`src/rtl/hazard_forward_unit_pkg.sv`:
```
// Shared constants for the hazard/forwarding unit.
//   FWD_NONE          : operand mux select when no stage forwards
//   FWD_MEM / FWD_WB  : legacy two-stage select codes
//   ST_IDLE / ST_STALL: load-use stall FSM state encoding
package hazard_forward_unit_pkg;

  localparam logic [1:0] FWD_NONE = 2'b00;
  localparam logic [1:0] FWD_MEM  = 2'b10;
  localparam logic [1:0] FWD_WB   = 2'b01;

  localparam logic ST_IDLE  = 1'b0;
  localparam logic ST_STALL = 1'b1;

endpackage

```
`src/rtl/hazard_forward_unit_fwd_select.sv`:
```
// Priority forwarding scan for one EX source operand.
//   i_src            : source register number of the EX instruction
//   i_rd_stage       : packed destination registers, stage k at [k*REG_ADDR_W +: REG_ADDR_W]
//   i_regwrite_stage : regwrite flag per stage
//   o_sel            : operand mux select (legacy or index encoding)
module hazard_forward_unit_fwd_select
  import hazard_forward_unit_pkg::*;
#(
  parameter int REG_ADDR_W = 5,
  parameter int NUM_STAGES = 2,
  parameter int SEL_W      = 2,
  parameter int LEGACY_ENC = 1
) (
  input  logic [REG_ADDR_W-1:0]            i_src,
  input  logic [NUM_STAGES*REG_ADDR_W-1:0] i_rd_stage,
  input  logic [NUM_STAGES-1:0]            i_regwrite_stage,
  output logic [SEL_W-1:0]                 o_sel
);

  logic [REG_ADDR_W-1:0] rd_k;

  // Scan from the oldest stage to the youngest so a younger match overwrites
  // an older one; the youngest matching stage therefore wins.
  always_comb begin
    o_sel = SEL_W'(FWD_NONE);
    rd_k  = '0;
    for (int k = NUM_STAGES - 1; k >= 0; k--) begin
      rd_k = i_rd_stage[k*REG_ADDR_W +: REG_ADDR_W];
      // Register 0 is hard-wired zero and is never forwarded.
      if (i_regwrite_stage[k] && (rd_k != '0) && (rd_k == i_src)) begin
        if (LEGACY_ENC != 0) begin
          o_sel = (k == 0) ? SEL_W'(FWD_MEM) : SEL_W'(FWD_WB);
        end else begin
          o_sel = SEL_W'(k + 1);
        end
      end
    end
  end

endmodule

```
`src/rtl/hazard_forward_unit.sv`:
```
// EX-stage operand forwarding, load-use hazard stall FSM and a saturating
// stall-cycle counter.
//   i_clk, i_reset (sync, active-low), i_enable (0 freezes FSM and counter)
//   i_rs_EX/i_rt_EX, i_rd_stage/i_regwrite_stage : forwarding inputs
//   i_rs_ID/i_rt_ID/i_uses_*_ID, i_memread_EX, i_rd_EX : hazard inputs
//   i_clr_count : synchronous clear of the stall counter
//   o_forward_a/o_forward_b : ALU operand mux selects
//   o_stall (hold PC and IF/ID), o_flush_ID_EX (bubble), o_stall_count
// Handshake: none; every output is a plain level valid in the current cycle.
module hazard_forward_unit
  import hazard_forward_unit_pkg::*;
#(
  parameter int REG_ADDR_W = 5,
  parameter int NUM_STAGES = 2,
  parameter int SEL_W      = 2,
  parameter int LEGACY_ENC = 1,
  parameter int LOAD_LAT   = 1,
  parameter int CNT_W      = 16
) (
  input  logic                            i_clk,
  input  logic                            i_reset,
  input  logic                            i_enable,
  input  logic [REG_ADDR_W-1:0]           i_rs_EX,
  input  logic [REG_ADDR_W-1:0]           i_rt_EX,
  input  logic [NUM_STAGES*REG_ADDR_W-1:0] i_rd_stage,
  input  logic [NUM_STAGES-1:0]           i_regwrite_stage,
  input  logic [REG_ADDR_W-1:0]           i_rs_ID,
  input  logic [REG_ADDR_W-1:0]           i_rt_ID,
  input  logic                            i_uses_rs_ID,
  input  logic                            i_uses_rt_ID,
  input  logic                            i_memread_EX,
  input  logic [REG_ADDR_W-1:0]           i_rd_EX,
  input  logic                            i_clr_count,
  output logic [SEL_W-1:0]                o_forward_a,
  output logic [SEL_W-1:0]                o_forward_b,
  output logic                            o_stall,
  output logic                            o_flush_ID_EX,
  output logic [CNT_W-1:0]                o_stall_count
);

  localparam int CW = $clog2(LOAD_LAT + 1);

  logic [SEL_W-1:0] fwd_a_raw;
  logic [SEL_W-1:0] fwd_b_raw;
  logic             hz;
  logic             stall_raw;

  logic             state_q, state_d;
  logic [CW-1:0]    cnt_q, cnt_d;
  logic [CNT_W-1:0] count_q, count_d;

  hazard_forward_unit_fwd_select #(
    .REG_ADDR_W (REG_ADDR_W),
    .NUM_STAGES (NUM_STAGES),
    .SEL_W      (SEL_W),
    .LEGACY_ENC (LEGACY_ENC)
  ) u_fwd_a (
    .i_src            (i_rs_EX),
    .i_rd_stage       (i_rd_stage),
    .i_regwrite_stage (i_regwrite_stage),
    .o_sel            (fwd_a_raw)
  );

  hazard_forward_unit_fwd_select #(
    .REG_ADDR_W (REG_ADDR_W),
    .NUM_STAGES (NUM_STAGES),
    .SEL_W      (SEL_W),
    .LEGACY_ENC (LEGACY_ENC)
  ) u_fwd_b (
    .i_src            (i_rt_EX),
    .i_rd_stage       (i_rd_stage),
    .i_regwrite_stage (i_regwrite_stage),
    .o_sel            (fwd_b_raw)
  );

  always_comb begin
    hz = i_memread_EX && (i_rd_EX != '0) &&
         ((i_uses_rs_ID && (i_rd_EX == i_rs_ID)) ||
          (i_uses_rt_ID && (i_rd_EX == i_rt_ID)));
    // In STALL the EX slot holds a bubble, so hz is not consulted.
    stall_raw = (state_q == ST_STALL) || hz;
  end

  // All combinational outputs are held at zero while reset is asserted.
  always_comb begin
    o_forward_a   = i_reset ? fwd_a_raw : '0;
    o_forward_b   = i_reset ? fwd_b_raw : '0;
    o_stall       = i_reset && stall_raw;
    o_flush_ID_EX = i_reset && stall_raw;
    o_stall_count = count_q;
  end

  // The hazard cycle itself is the first stall cycle; STALL covers the
  // remaining LOAD_LAT-1 enabled cycles.
  always_comb begin
    state_d = state_q;
    cnt_d   = cnt_q;
    if (i_enable) begin
      case (state_q)
        ST_IDLE: begin
          if (hz && (LOAD_LAT > 1)) begin
            state_d = ST_STALL;
            cnt_d   = CW'(LOAD_LAT - 1);
          end
        end
        default: begin
          cnt_d = cnt_q - CW'(1);
          if (cnt_q == CW'(1)) begin
            state_d = ST_IDLE;
          end
        end
      endcase
    end
  end

  // Clear beats increment; the count saturates at all ones.
  always_comb begin
    count_d = count_q;
    if (i_clr_count) begin
      count_d = '0;
    end else if (stall_raw && i_enable && !(&count_q)) begin
      count_d = count_q + CNT_W'(1);
    end
  end

  always_ff @(posedge i_clk) begin
    if (!i_reset) begin
      state_q <= ST_IDLE;
      cnt_q   <= '0;
      count_q <= '0;
    end else begin
      state_q <= state_d;
      cnt_q   <= cnt_d;
      count_q <= count_d;
    end
  end

endmodule

```
`config.mk`:
```
export PLATFORM = sky130hd
export DESIGN_NAME = hazard_forward_unit
export DESIGN_NICKNAME = d
export VERILOG_FILES = /design/src/rtl/hazard_forward_unit_pkg.sv /design/src/rtl/hazard_forward_unit_fwd_select.sv /design/src/rtl/hazard_forward_unit.sv
export SDC_FILE = /design/constraint.sdc
export NUM_CORES = 1
export LEC_CHECK = 0
export ABC_CLOCK_PERIOD_IN_PS = 2500
export CAP_MARGIN = 10
export CORE_ASPECT_RATIO = 1.75
export CORE_MARGIN = 5
export CORE_UTILIZATION = 35
export DETAILED_ROUTE_END_ITERATION = 7
export PLACE_DENSITY_LB_ADDON = 0.05
export SYNTH_ARGS = -nofsm -noshare
export SYNTH_HDL_FRONTEND = slang
export SYNTH_SLANG_ARGS = --single-unit
```
`constraint.sdc`:
```
create_clock -name i_clk -period 2.5 [get_ports i_clk]
set_clock_uncertainty 0.1 [all_clocks]
set_input_delay 0.625 -clock i_clk [delete_from_list [all_inputs] [get_ports i_clk]]
set_output_delay 0.625 -clock i_clk [all_outputs]
set_load 0.005 [all_outputs]
```
==> run_results.csv <==
group,metric,value,unit
critical_path,crit_path_end_kind,"output pin",
floorplanning,row_count,29,
worst_hold_path,min_path_type,"reg2reg",
floorplanning,io_pins,66,
global_routing,grt_pass1_vias,1681,
floorplanning,fp.dieW,56.1,um
critical_path,critPathSlowestCell,"or4_1",
detailed_routing,dr.pass1.iters,4,
timing,finalHoldViolCount,0,
timing,hold_ws,0.371,ns
detailed_routing,m1WireLength,1450,um
status,violations,"setup timing",
clock_tree,ctsRootBufferMaster,"clkbuf_8",
yosys,postSynthCellCount,158,
critical_path,path_class,"in2out",
placement,gp_congestion,0.827,
yosys,yosysSeqAreaShare,0.276,
detailed_routing,drcViolationCount,0,
yosys,syn_area,0.00130,mm^2
clock_tree,cts_hold_buffers,0,
yosys,yosysUniqueCellTypes,35,
timing,slew_viol_final,0,
final_layout,layout.nets,303,
clock_tree,cts_tree,"done",
yosys,synthesis.nets,203,
power,p_leak,0.000902,uW
detailed_routing,wl_per_cell,14.8,um
flow_run,maxCapViolCount,0,
detailed_routing,num_vias,1570,
critical_path,cp-start-kind,"input port",
final_layout,layout-drive-gt1-share,0.346,
global_routing,antenna_found_initial,1,
detailed_routing,highest_layer,"met4",
final_layout,area_growth,79.8,%
floorplanning,design.die.area,0.00509,mm^2
global_routing,grt_pass1_wl,7360,um
yosys,ys_top_cells_by_area,"dfxtp_1 28%, xnor2_1 11%, xor2_1 11%",
critical_path,cp_max_fo,3,
critical_path,cp_slowest_stage_delay,0.54,ns
detailed_routing,avgViaCountPerCell,5.16,
timing,setup_violations,5,
placement,port_buffers,65,
clock_tree,clock-sinks,18,
placement,pre_cts_ws,-0.978,ns
yosys,yosys_warnings,0,
floorplanning,start_util,0.359,
yosys,synth-seq-cells,18,
clock_tree,cts.htree.levels,1,
clock_tree,clk-insertion-delay-late,0.26,ns
critical_path,crit_arrival,1.93,ns
global_routing,grt_overflow,0,
power,powerDensity,308,mW/mm^2
placement,place_hpwl,3790,um
detailed_routing,drt-initial-drc-count,30,
power,irDropWorstVdd,0.000287,V
status,status,"finished with violations",
clock_tree,cts_made_buffers,3,
timing,worst_slack,-0.158,ns
detailed_routing,wl,4510,um
yosys,synth.avg_cell_area,8.25,um^2
global_routing,grt_max_degree,16,
timing,max_freq,0.376,GHz
clock_tree,path_clk_slew,0.07,ns
clock_tree,clock_path_buffers,2,
floorplanning,fp.dieH,90.7,um
yosys,synth_largest_area_cell,"dfxtp_1",
timing,finalCriticalPeriod,2.66,ns
floorplanning,coreArea,0.00363,mm^2
final_layout,fill_cells,333,
detailed_routing,wl_met2,2710,um
timing,tightest_slew,0.534,ns
timing,post-route-period-util,1.06,
global_routing,grtUsageTotal,0.179,
critical_path,path_cells,"buf_8 -> buf_6 -> xor2_1 -> or4_1 -> nor4_2 -> buf_2",
yosys,yosysTopAreaCellShare,0.276,
timing,rsz0062_at_grt,"true",
detailed_routing,antenna_left,0,
critical_path,required,1.77,ns
timing,slew_headroom,0.643,
detailed_routing,met3WireLength,232,um
==> flip-flops by register name, summed over array words and instances (netlist names) <==
| signal | cells |
|---|---|
| state_q | 1 |
| o_stall_count | 16 |
| cnt_q | 1 |
==> cells in the mapped netlist <==
| cell | n |
|---|---|
| a21oi_1 | 15 |
| and2_1 | 4 |
| and3_1 | 1 |
| and4_1 | 3 |
| buf_12 | 1 |
| buf_4 | 1 |
| buf_6 | 1 |
| clkbuf_1 | 2 |
| dfxtp_1 | 18 |
| ha_1 | 1 |
| inv_1 | 3 |
| mux2i_1 | 1 |
| nand2_1 | 11 |
| nand3_1 | 10 |
| nand4_1 | 6 |
| nor2_1 | 3 |
| nor2b_1 | 1 |
| nor4_1 | 4 |
| o2111a_1 | 1 |
| o211ai_1 | 1 |
| o21a_1 | 1 |
| o21ai_0 | 12 |
| o221a_1 | 1 |
| o221ai_1 | 1 |
| o22ai_1 | 1 |
| o311ai_0 | 1 |
| o31ai_1 | 1 |
| or2_2 | 1 |
| or3_1 | 3 |
| or3_2 | 8 |
| or4_1 | 5 |
| or4_2 | 1 |
| or4b_2 | 1 |
| xnor2_1 | 17 |
| xor2_1 | 16 |
==> metal layers <==
metal  track usage  up-vias
li1              -      786
met1         0.154      724
met2         0.376       50
met3        0.0286       10
met4        0.0792        0
met5             0        -
==> repair_timing <==
item / CTS / global route
buffers inserted: 4 / 1
endpoints found under the setup margin: 19 / 18
pin swaps: 24 / 12
gates resized for setup: 127 / 13
==> logic make-up (layout without fill, tap and decap cells) <==
| group | after synthesis | in the layout | synth area share |
|---|---|---|---|
| other | 0 | 1 | 0 |
| AND/OR/NAND/NOR | 62 | 62 | 0.284 |
| XOR/XNOR | 33 | 33 | 0.222 |
| adder cells (fa/ha/maj) | 1 | 1 | 0.00960 |
| flip-flops | 18 | 18 | 0.276 |
| buffers and inverters | 8 | 107 | 0.0441 |
| multiplexers | 1 | 1 | 0.00768 |
| AO/OA/AOI/OAI | 35 | 35 | 0.156 |
==> placed cells by master, fill, tap and decap left out, drive strengths merged <==
cell	n
a21oi	15
and2	4
and3	1
and4	3
buf	55
clkbuf	4
clkdlybuf4s15	6
clkdlybuf4s50	22
dfxtp	18
diode	1
dlygate4sd2	15
dlymetal6s2s	2
ha	1
inv	3
mux2i	1
nand2	11
nand3	10
nand4	6
nor2	3
nor2b	1
nor4	4
o2111a	1
o211ai	1
o21a	1
o21ai	12
o221a	1
o221ai	1
o22ai	1
o311ai	1
o31ai	1
or2	1
or3	11
or4	6
or4b	1
xnor2	17
xor2	16
==> critical path, delay by kind of cell <==
family                 cells  cell delay [ns]
XOR/XNOR                   1             0.14
buffers and inverters      3             0.35
AND/OR/NAND/NOR            2             0.81
==> where the power goes <==
group	total [uW]	switching (uW)	internal (uW)
sequential	287	0.113	287
combinational	197	80.7	116
clock	238	98.4	140
total	722	179	543
==> path summary, 6_finish.rpt <==
| path | startpoint | to | slack [ns] | cells after the start |
|---|---|---|---|---|
| worst max-delay path | i_rd_stage[7] | o_forward_a[0] | -0.16 | 6 |
| worst min-delay path | cnt_q | state_q | 0.37 | 1 |
| worst max register to register | o_stall_count[0] | o_stall_count[4] | 0.27 | 8 |
| worst min register to register | cnt_q | state_q | 0.37 | 1 |
==> through the flow <==
stage | TNS, ns | util | total power, uW | cell area, um^2 | cells
4_1_cts | -0.549 | 0.626 | 719 | 2270 | 302
3_3_place_gp | -10.56 | 0.605 | 476 | 2190 | 294
5_1_grt | -0.767 | 0.646 | 757 | 2340 | 304
6_report | -0.445 | 0.646 | 722 | 2340 | 304
3_5_place_dp | -11.15 | 0.605 | 480 | 2190 | 294
2_1_floorplan | -0.0138 | - | 349 | 1310 | 158
==> cell type report <==
type | count | area, um^2 | share of cell area
diodes | 1 | 2.50 | 0.00107
clock buffers | 4 | 55.1 | 0.0235
inverters | 3 | 11.3 | 0.00480
multi-input cells | 132 | 1010 | 0.431
flip-flops and latches | 18 | 360 | 0.154
well taps | 46 | 57.6 | 0.0245
repair buffers | 100 | 848 | 0.362
Power figures use the tool's default switching activity.
